[src/rtl/game_pkg.sv]
// Shared types and key codes for the Pac-Man game-flow controller.
package game_pkg;

  typedef enum logic [2:0] {
    TITLE = 3'd0,
    READY = 3'd1,
    PLAY  = 3'd2,
    PAUSE = 3'd3,
    DYING = 3'd4,
    CLEAR = 3'd5,
    OVER  = 3'd6
  } game_state_t;

  localparam logic [7:0] KEY_SPACE = 8'h2C;
  localparam logic [7:0] KEY_P     = 8'h13;

endpackage

[src/rtl/game_sequencer_key_edge.sv]
// Keycode edge detector: one registered press pulse per new SPACE / P keycode.
module key_edge
  import game_pkg::*;
(
  input  logic       i_clk,
  input  logic       i_reset,
  input  logic [7:0] i_keycode,
  output logic       o_space_press,
  output logic       o_p_press
);

  logic [7:0] r_key_prev;
  logic       r_space_press;
  logic       r_p_press;
  logic       w_key_changed;

  assign w_key_changed = (i_keycode != r_key_prev);

  always_ff @(posedge i_clk) begin
    if (i_reset) begin
      r_key_prev    <= 8'h00;
      r_space_press <= 1'b0;
      r_p_press     <= 1'b0;
    end else begin
      r_key_prev    <= i_keycode;
      r_space_press <= w_key_changed && (i_keycode == KEY_SPACE);
      r_p_press     <= w_key_changed && (i_keycode == KEY_P);
    end
  end

  assign o_space_press = r_space_press;
  assign o_p_press     = r_p_press;

endmodule

[src/rtl/game_sequencer.sv]
// Game-flow FSM: title, ready countdown, play, pause, death, level clear, game over.
module game_sequencer
  import game_pkg::*;
#(
  parameter int READY_FRAMES = 120,
  parameter int DEATH_FRAMES = 90,
  parameter int CLEAR_FRAMES = 120,
  parameter int START_LIVES  = 3
) (
  input  logic       Clk,
  input  logic       Reset,
  input  logic       frame_tick,
  input  logic [7:0] keycode,
  input  logic       pac_hit,
  input  logic [7:0] dots_left,
  output logic       move_en,
  output logic       level_load,
  output logic       pos_reset,
  output logic [1:0] lives,
  output logic [3:0] level,
  output logic [2:0] screen_sel
);

  localparam logic [7:0] READY_LAST = 8'(READY_FRAMES - 1);
  localparam logic [7:0] DEATH_LAST = 8'(DEATH_FRAMES - 1);
  localparam logic [7:0] CLEAR_LAST = 8'(CLEAR_FRAMES - 1);
  localparam logic [1:0] LIVES_INIT = 2'(START_LIVES);

  game_state_t r_state;
  logic [7:0]  r_frame_cnt;
  logic [1:0]  r_lives;
  logic [3:0]  r_level;
  logic        r_level_load;
  logic        r_pos_reset;

  logic w_space_press;
  logic w_p_press;
  logic w_cnt_en;

  key_edge u_key_edge (
    .i_clk         (Clk),
    .i_reset       (Reset),
    .i_keycode     (keycode),
    .o_space_press (w_space_press),
    .o_p_press     (w_p_press)
  );

  assign w_cnt_en = frame_tick &&
                    (r_state == READY || r_state == DYING || r_state == CLEAR);

  always_ff @(posedge Clk) begin
    if (Reset) begin
      r_state      <= TITLE;
      r_frame_cnt  <= 8'd0;
      r_lives      <= 2'd0;
      r_level      <= 4'd0;
      r_level_load <= 1'b0;
      r_pos_reset  <= 1'b0;
    end else begin
      r_level_load <= 1'b0;
      r_pos_reset  <= 1'b0;
      if (w_cnt_en) r_frame_cnt <= r_frame_cnt + 8'd1;
      // Every transition below also clears the frame counter (overrides the increment).
      unique case (r_state)
        TITLE: if (w_space_press) begin
          r_lives      <= LIVES_INIT;
          r_level      <= 4'd1;
          r_level_load <= 1'b1;
          r_pos_reset  <= 1'b1;
          r_frame_cnt  <= 8'd0;
          r_state      <= READY;
        end
        READY: if (frame_tick && r_frame_cnt == READY_LAST) begin
          r_frame_cnt <= 8'd0;
          r_state     <= PLAY;
        end
        PLAY: begin
          if (dots_left == 8'd0) begin
            r_frame_cnt <= 8'd0;
            r_state     <= CLEAR;
          end else if (pac_hit) begin
            r_frame_cnt <= 8'd0;
            r_state     <= DYING;
          end else if (w_p_press) begin
            r_frame_cnt <= 8'd0;
            r_state     <= PAUSE;
          end
        end
        PAUSE: if (w_p_press) begin
          r_frame_cnt <= 8'd0;
          r_state     <= PLAY;
        end
        DYING: if (frame_tick && r_frame_cnt == DEATH_LAST) begin
          r_frame_cnt <= 8'd0;
          r_lives     <= r_lives - 2'd1;
          if (r_lives == 2'd1) begin
            r_state <= OVER;
          end else begin
            r_pos_reset <= 1'b1;
            r_state     <= READY;
          end
        end
        CLEAR: if (frame_tick && r_frame_cnt == CLEAR_LAST) begin
          r_frame_cnt  <= 8'd0;
          r_level      <= (r_level == 4'd15) ? 4'd15 : r_level + 4'd1;
          r_level_load <= 1'b1;
          r_pos_reset  <= 1'b1;
          r_state      <= READY;
        end
        OVER: if (w_space_press) begin
          r_frame_cnt <= 8'd0;
          r_state     <= TITLE;
        end
        default: begin
          r_frame_cnt <= 8'd0;
          r_state     <= TITLE;
        end
      endcase
    end
  end

  assign move_en    = (r_state == PLAY);
  assign screen_sel = r_state;
  assign level_load = r_level_load;
  assign pos_reset  = r_pos_reset;
  assign lives      = r_lives;
  assign level      = r_level;

endmodule

[config.mk]
export PLATFORM = sky130hd
export DESIGN_NAME = game_sequencer
export DESIGN_NICKNAME = d
export VERILOG_FILES = /design/src/rtl/game_pkg.sv /design/src/rtl/game_sequencer_key_edge.sv /design/src/rtl/game_sequencer.sv
export SDC_FILE = /design/constraint.sdc
export NUM_CORES = 1
export LEC_CHECK = 0
export BUFFER_PORTS_ARGS = -buffer_cell sky130_fd_sc_hd__buf_4
export CAP_MARGIN = 20
export CELL_PAD_IN_SITES_DETAIL_PLACEMENT = 0
export CELL_PAD_IN_SITES_GLOBAL_PLACEMENT = 1
export CORE_MARGIN = 3
export CORE_UTILIZATION = 37
export DETAILED_ROUTE_END_ITERATION = 16
export PLACE_DENSITY_LB_ADDON = 0.15
export SETUP_SLACK_MARGIN = 0.15
export SYNTH_ARGS = -nofsm -noshare
export SYNTH_HDL_FRONTEND = slang
export SYNTH_SLANG_ARGS = --single-unit
[constraint.sdc]
create_clock -name Clk -period 1.88 [get_ports Clk]
set_input_delay 0.376 -clock Clk [delete_from_list [all_inputs] [get_ports Clk]]
set_output_delay 0.376 -clock Clk [all_outputs]
set_load 0.005 [all_outputs]
==> results by group <==
Run status
  • Status: finished clean

Drt
  • Avg WL per Cell: 13.0 um
  • DRT iter0 DRCs: 60
  • Via-to-Cell Ratio: 5.00
  • DRC viols: 0
  • Via Count: approximately 1300
  • Post-route ant nets: 0
  • DR pass1 iterations: 4
  • WL final: 3300 um

Job
  • Max-cap violations: 0

Critical path
  • Crit Path Category: register to register
  • CP Data Required Time: slightly above 2000 ps
  • Reg2Reg Depth: 7
  • Reg2Reg Setup Slack: 240 ps
  • Crit path capture type: register
  • R2R Path Start: r_frame_cnt[0]$_SDFF_PP0_
  • Crit path DAT: 1840 ps
  • Setup crit start kind: register
  • Critical Path Fanout Max: 5
  • Setup crit start: r_frame_cnt[0]$_SDFF_PP0_

Min path
  • Hold Crit Depth: 2
  • Hold Path Origin: keycode[4]
  • Hold Crit Class: primary input to register

Floorplanning
  • I/O Pins: 32
  • Die area: about 4900 um^2
  • Die Height: 70.1 um
  • Starting Density: 40.0%
  • Die W: around 70 um
  • Std cell rows: 22
  • Core area: 3800 um^2

CTS
  • Worst skew pair latency: 280 ps
  • CTS Root Cell: clkbuf_8
  • Clk slew on worst S/H paths: approximately 70 ps
  • H-tree depth: 2
  • CTS tree: done
  • Clk buf depth: 2
  • Total CTS buffers: 5
  • Clk sinks: 29

STA
  • Worst clock skew: 3.41 ps
  • Fin. max-slew vios: 0
  • Final worst-path cycle share: 87.4%
  • Worst-margin pin slew: 404 ps
  • Post-Route Setup TNS: 0 ps
  • Final Setup Violations: 0
  • Fin. Hold Viols: 0
  • Fmax: 0.608 GHz
  • RSZ-0062 raised after global routing: yes
  • Hold Slack: 281 ps
  • Final min period: roughly 1600 ps
  • Relative slew slack: 72.7%

Place
  • Port Buffer Count: 31
  • HPWL after DPL: 2480 um
  • Placer congestion estimate: 0.786
  • Placed Cells: about 240

Synth
  • Syn Nets: between 150 and 200
  • Synthesized area: 1520 um^2
  • Post-Synth XOR/XNOR Area: 7.49%
  • Synth Area in Simple Gates: between 30% and 40%
  • YS warnings: 0
  • Top FF cell, synth: dfxtp_1
  • Post-synthesis sequential area ratio: a little under two fifths
  • Compound-Gate Fraction of Synth Area: 14.5%
  • Syn avg cell area: 9.62 um^2
  • #FFs+latches synth: 29
  • Ys async rst share: 0%
  • Cell count after synthesis: 158
  • Number of synthesized flops with an enable pin: 0
  • Post-synthesis mux area share: 0.658%
  • Main combinational cell family by area after synthesis: simple AND/OR/NAND/NOR gates
  • Synth unique cells: 48
  • Post-Synth Adder-Cell Area: 3.29%

Power
  • Clock share of power: 35.0%
  • Lkg Pwr: 0.793 nW
  • Worst IR Drop VDD: 0.424 mV
  • NetSw: 0.427 mW
  • Pwr per Cell Area: 725 nW/um^2
  • Design Power: 1.46 mW
  • Combinational power share: 19.1%
  • Part of the power in registers: between 40% and 50%
  • Switching share of power: 29.2%
  • Internal Dissipation: 1.03 mW

Global route
  • Number of global-route vias before repair: 1283
  • First-pass GRT wire length: 5630 um
  • Initial antenna violation count: 0
  • Global Route Usage Sum: 14.3%
  • Largest net degree at the start of global routing: 21
  • Congestion Overflow GR: 0

Cells and area
  • Non-Filler Instances: 253
  • Commonest cells after routing, fill and taps aside: buf_4 (43), dfxtp_1 (24), nor2b_1 (13), xor2_1 (10), nor2_1 (10)
  • Fin nets: 228
  • Antenna fix cells: 0
  • Syn-to-layout area delta: 32.6%
  • Layout cell share with drive strength beyond 1: between 30 and 40%
  • Fin util: 53.1%
  • Most common cell after layout, fill and taps aside: buf_4
area by class of cell:
cell class | instances | area [um^2]
Tap cell | 48 | 60.1
Timing Repair Buffer | 44 | 343
Clock inverter | 3 | 17.5
Sequential cell | 29 | 592
Inverter | 5 | 18.8
Multi-Input combinational cell | 119 | 916
Clock buffer | 5 | 68.8
Fill cell | 347 | 1780
critical path, stage by stage, from the launching register on:
cell and delay [ps]:
dfxtp_4 370, ha_4 130, nand4_1 130, buf_4 190, nor4_4 260, buf_4 200
nor3_1 40, a311oi_1 240
through the flow:
stage | worst slack (ps) | cell area (um^2)
2_1_floorplan | 167 | 1520
4_1_cts | 152 | 1960
6_report | 236 | 2020
5_1_grt | 98.1 | 2020
3_3_place_gp | 88.0 | 1860
3_5_place_dp | 67.9 | 1860
metal layers:
metal / routed length, um / GRT usage (%) / part of all wire [%]
met1: 1580 / 18.3 / 48
met2: 1530 / 21.3 / 46
met3: 119 / 3.88 / 3.6
met4: 65 / 8.30 / 2.0
met5: 0 / 0 / 0
cells in the mapped netlist (3+ instances only):
cell type | number | share of area (%)
nor4_1 | 3 | 1.2
o21ai_0 | 3 | 0.99
nor2b_1 | 13 | 5.3
nor2_2 | 7 | 2.9
ha_1 | 4 | 3.3
nand2_1 | 8 | 2.0
nor2_1 | 11 | 2.7
nand3b_1 | 3 | 1.5
inv_1 | 5 | 1.2
dfxtp_1 | 29 | 38
or3_1 | 3 | 1.2
xnor2_1 | 3 | 1.7
a21oi_1 | 3 | 0.99
xor2_1 | 10 | 5.8
nand3_1 | 5 | 1.6
nand4_1 | 5 | 2.1
nor3_1 | 6 | 2.0
path summary, 6_finish.rpt:
| kind | endpoint |
|---|---|
| worst max-delay path | level[0]$_SDFFE_PP0P_ |
| worst min-delay path | u_key_edge.o_space_press$_SDFF_PP0_ |
| worst max register to register | level[0]$_SDFFE_PP0P_ |
| worst min register to register | r_frame_cnt[7]$_SDFF_PP0_ |
sequential cells by signal, summed over array words and instances (netlist names):
signal / flops
r_frame_cnt: 8
u_key_edge.r_key_prev: 8
level: 4
screen_sel: 3
lives: 2
level_load: 1
pos_reset: 1
u_key_edge.o_p_press: 1
u_key_edge.o_space_press: 1
repair_timing:
action	4_1_cts	5_1_grt
gates cloned	0	0
hold buffers	0	0
resized for setup	2	10
endpoints found under the hold margin	0	0
setup endpoints to repair	13	17
buffers inserted	0	4
pin swaps	0	7
power groups by stage:
stage / sequential, mW / combinational, mW / clock, mW
after floorplan: 0.670 / 0.168 / 0
after global placement: 0.676 / 0.269 / 0
after detailed placement: 0.679 / 0.274 / 0
after CTS: 0.665 / 0.277 / 0.517
after global routing: 0.673 / 0.305 / 0.546
final: 0.670 / 0.279 / 0.511
cell families after synthesis:
group,Yosys count
buf+inv,10
compound gates,24
xor+xnor,13
fa+ha+maj,4
mux,1
simple gates,77
flops,29
(Power assumes the default switching activity.)
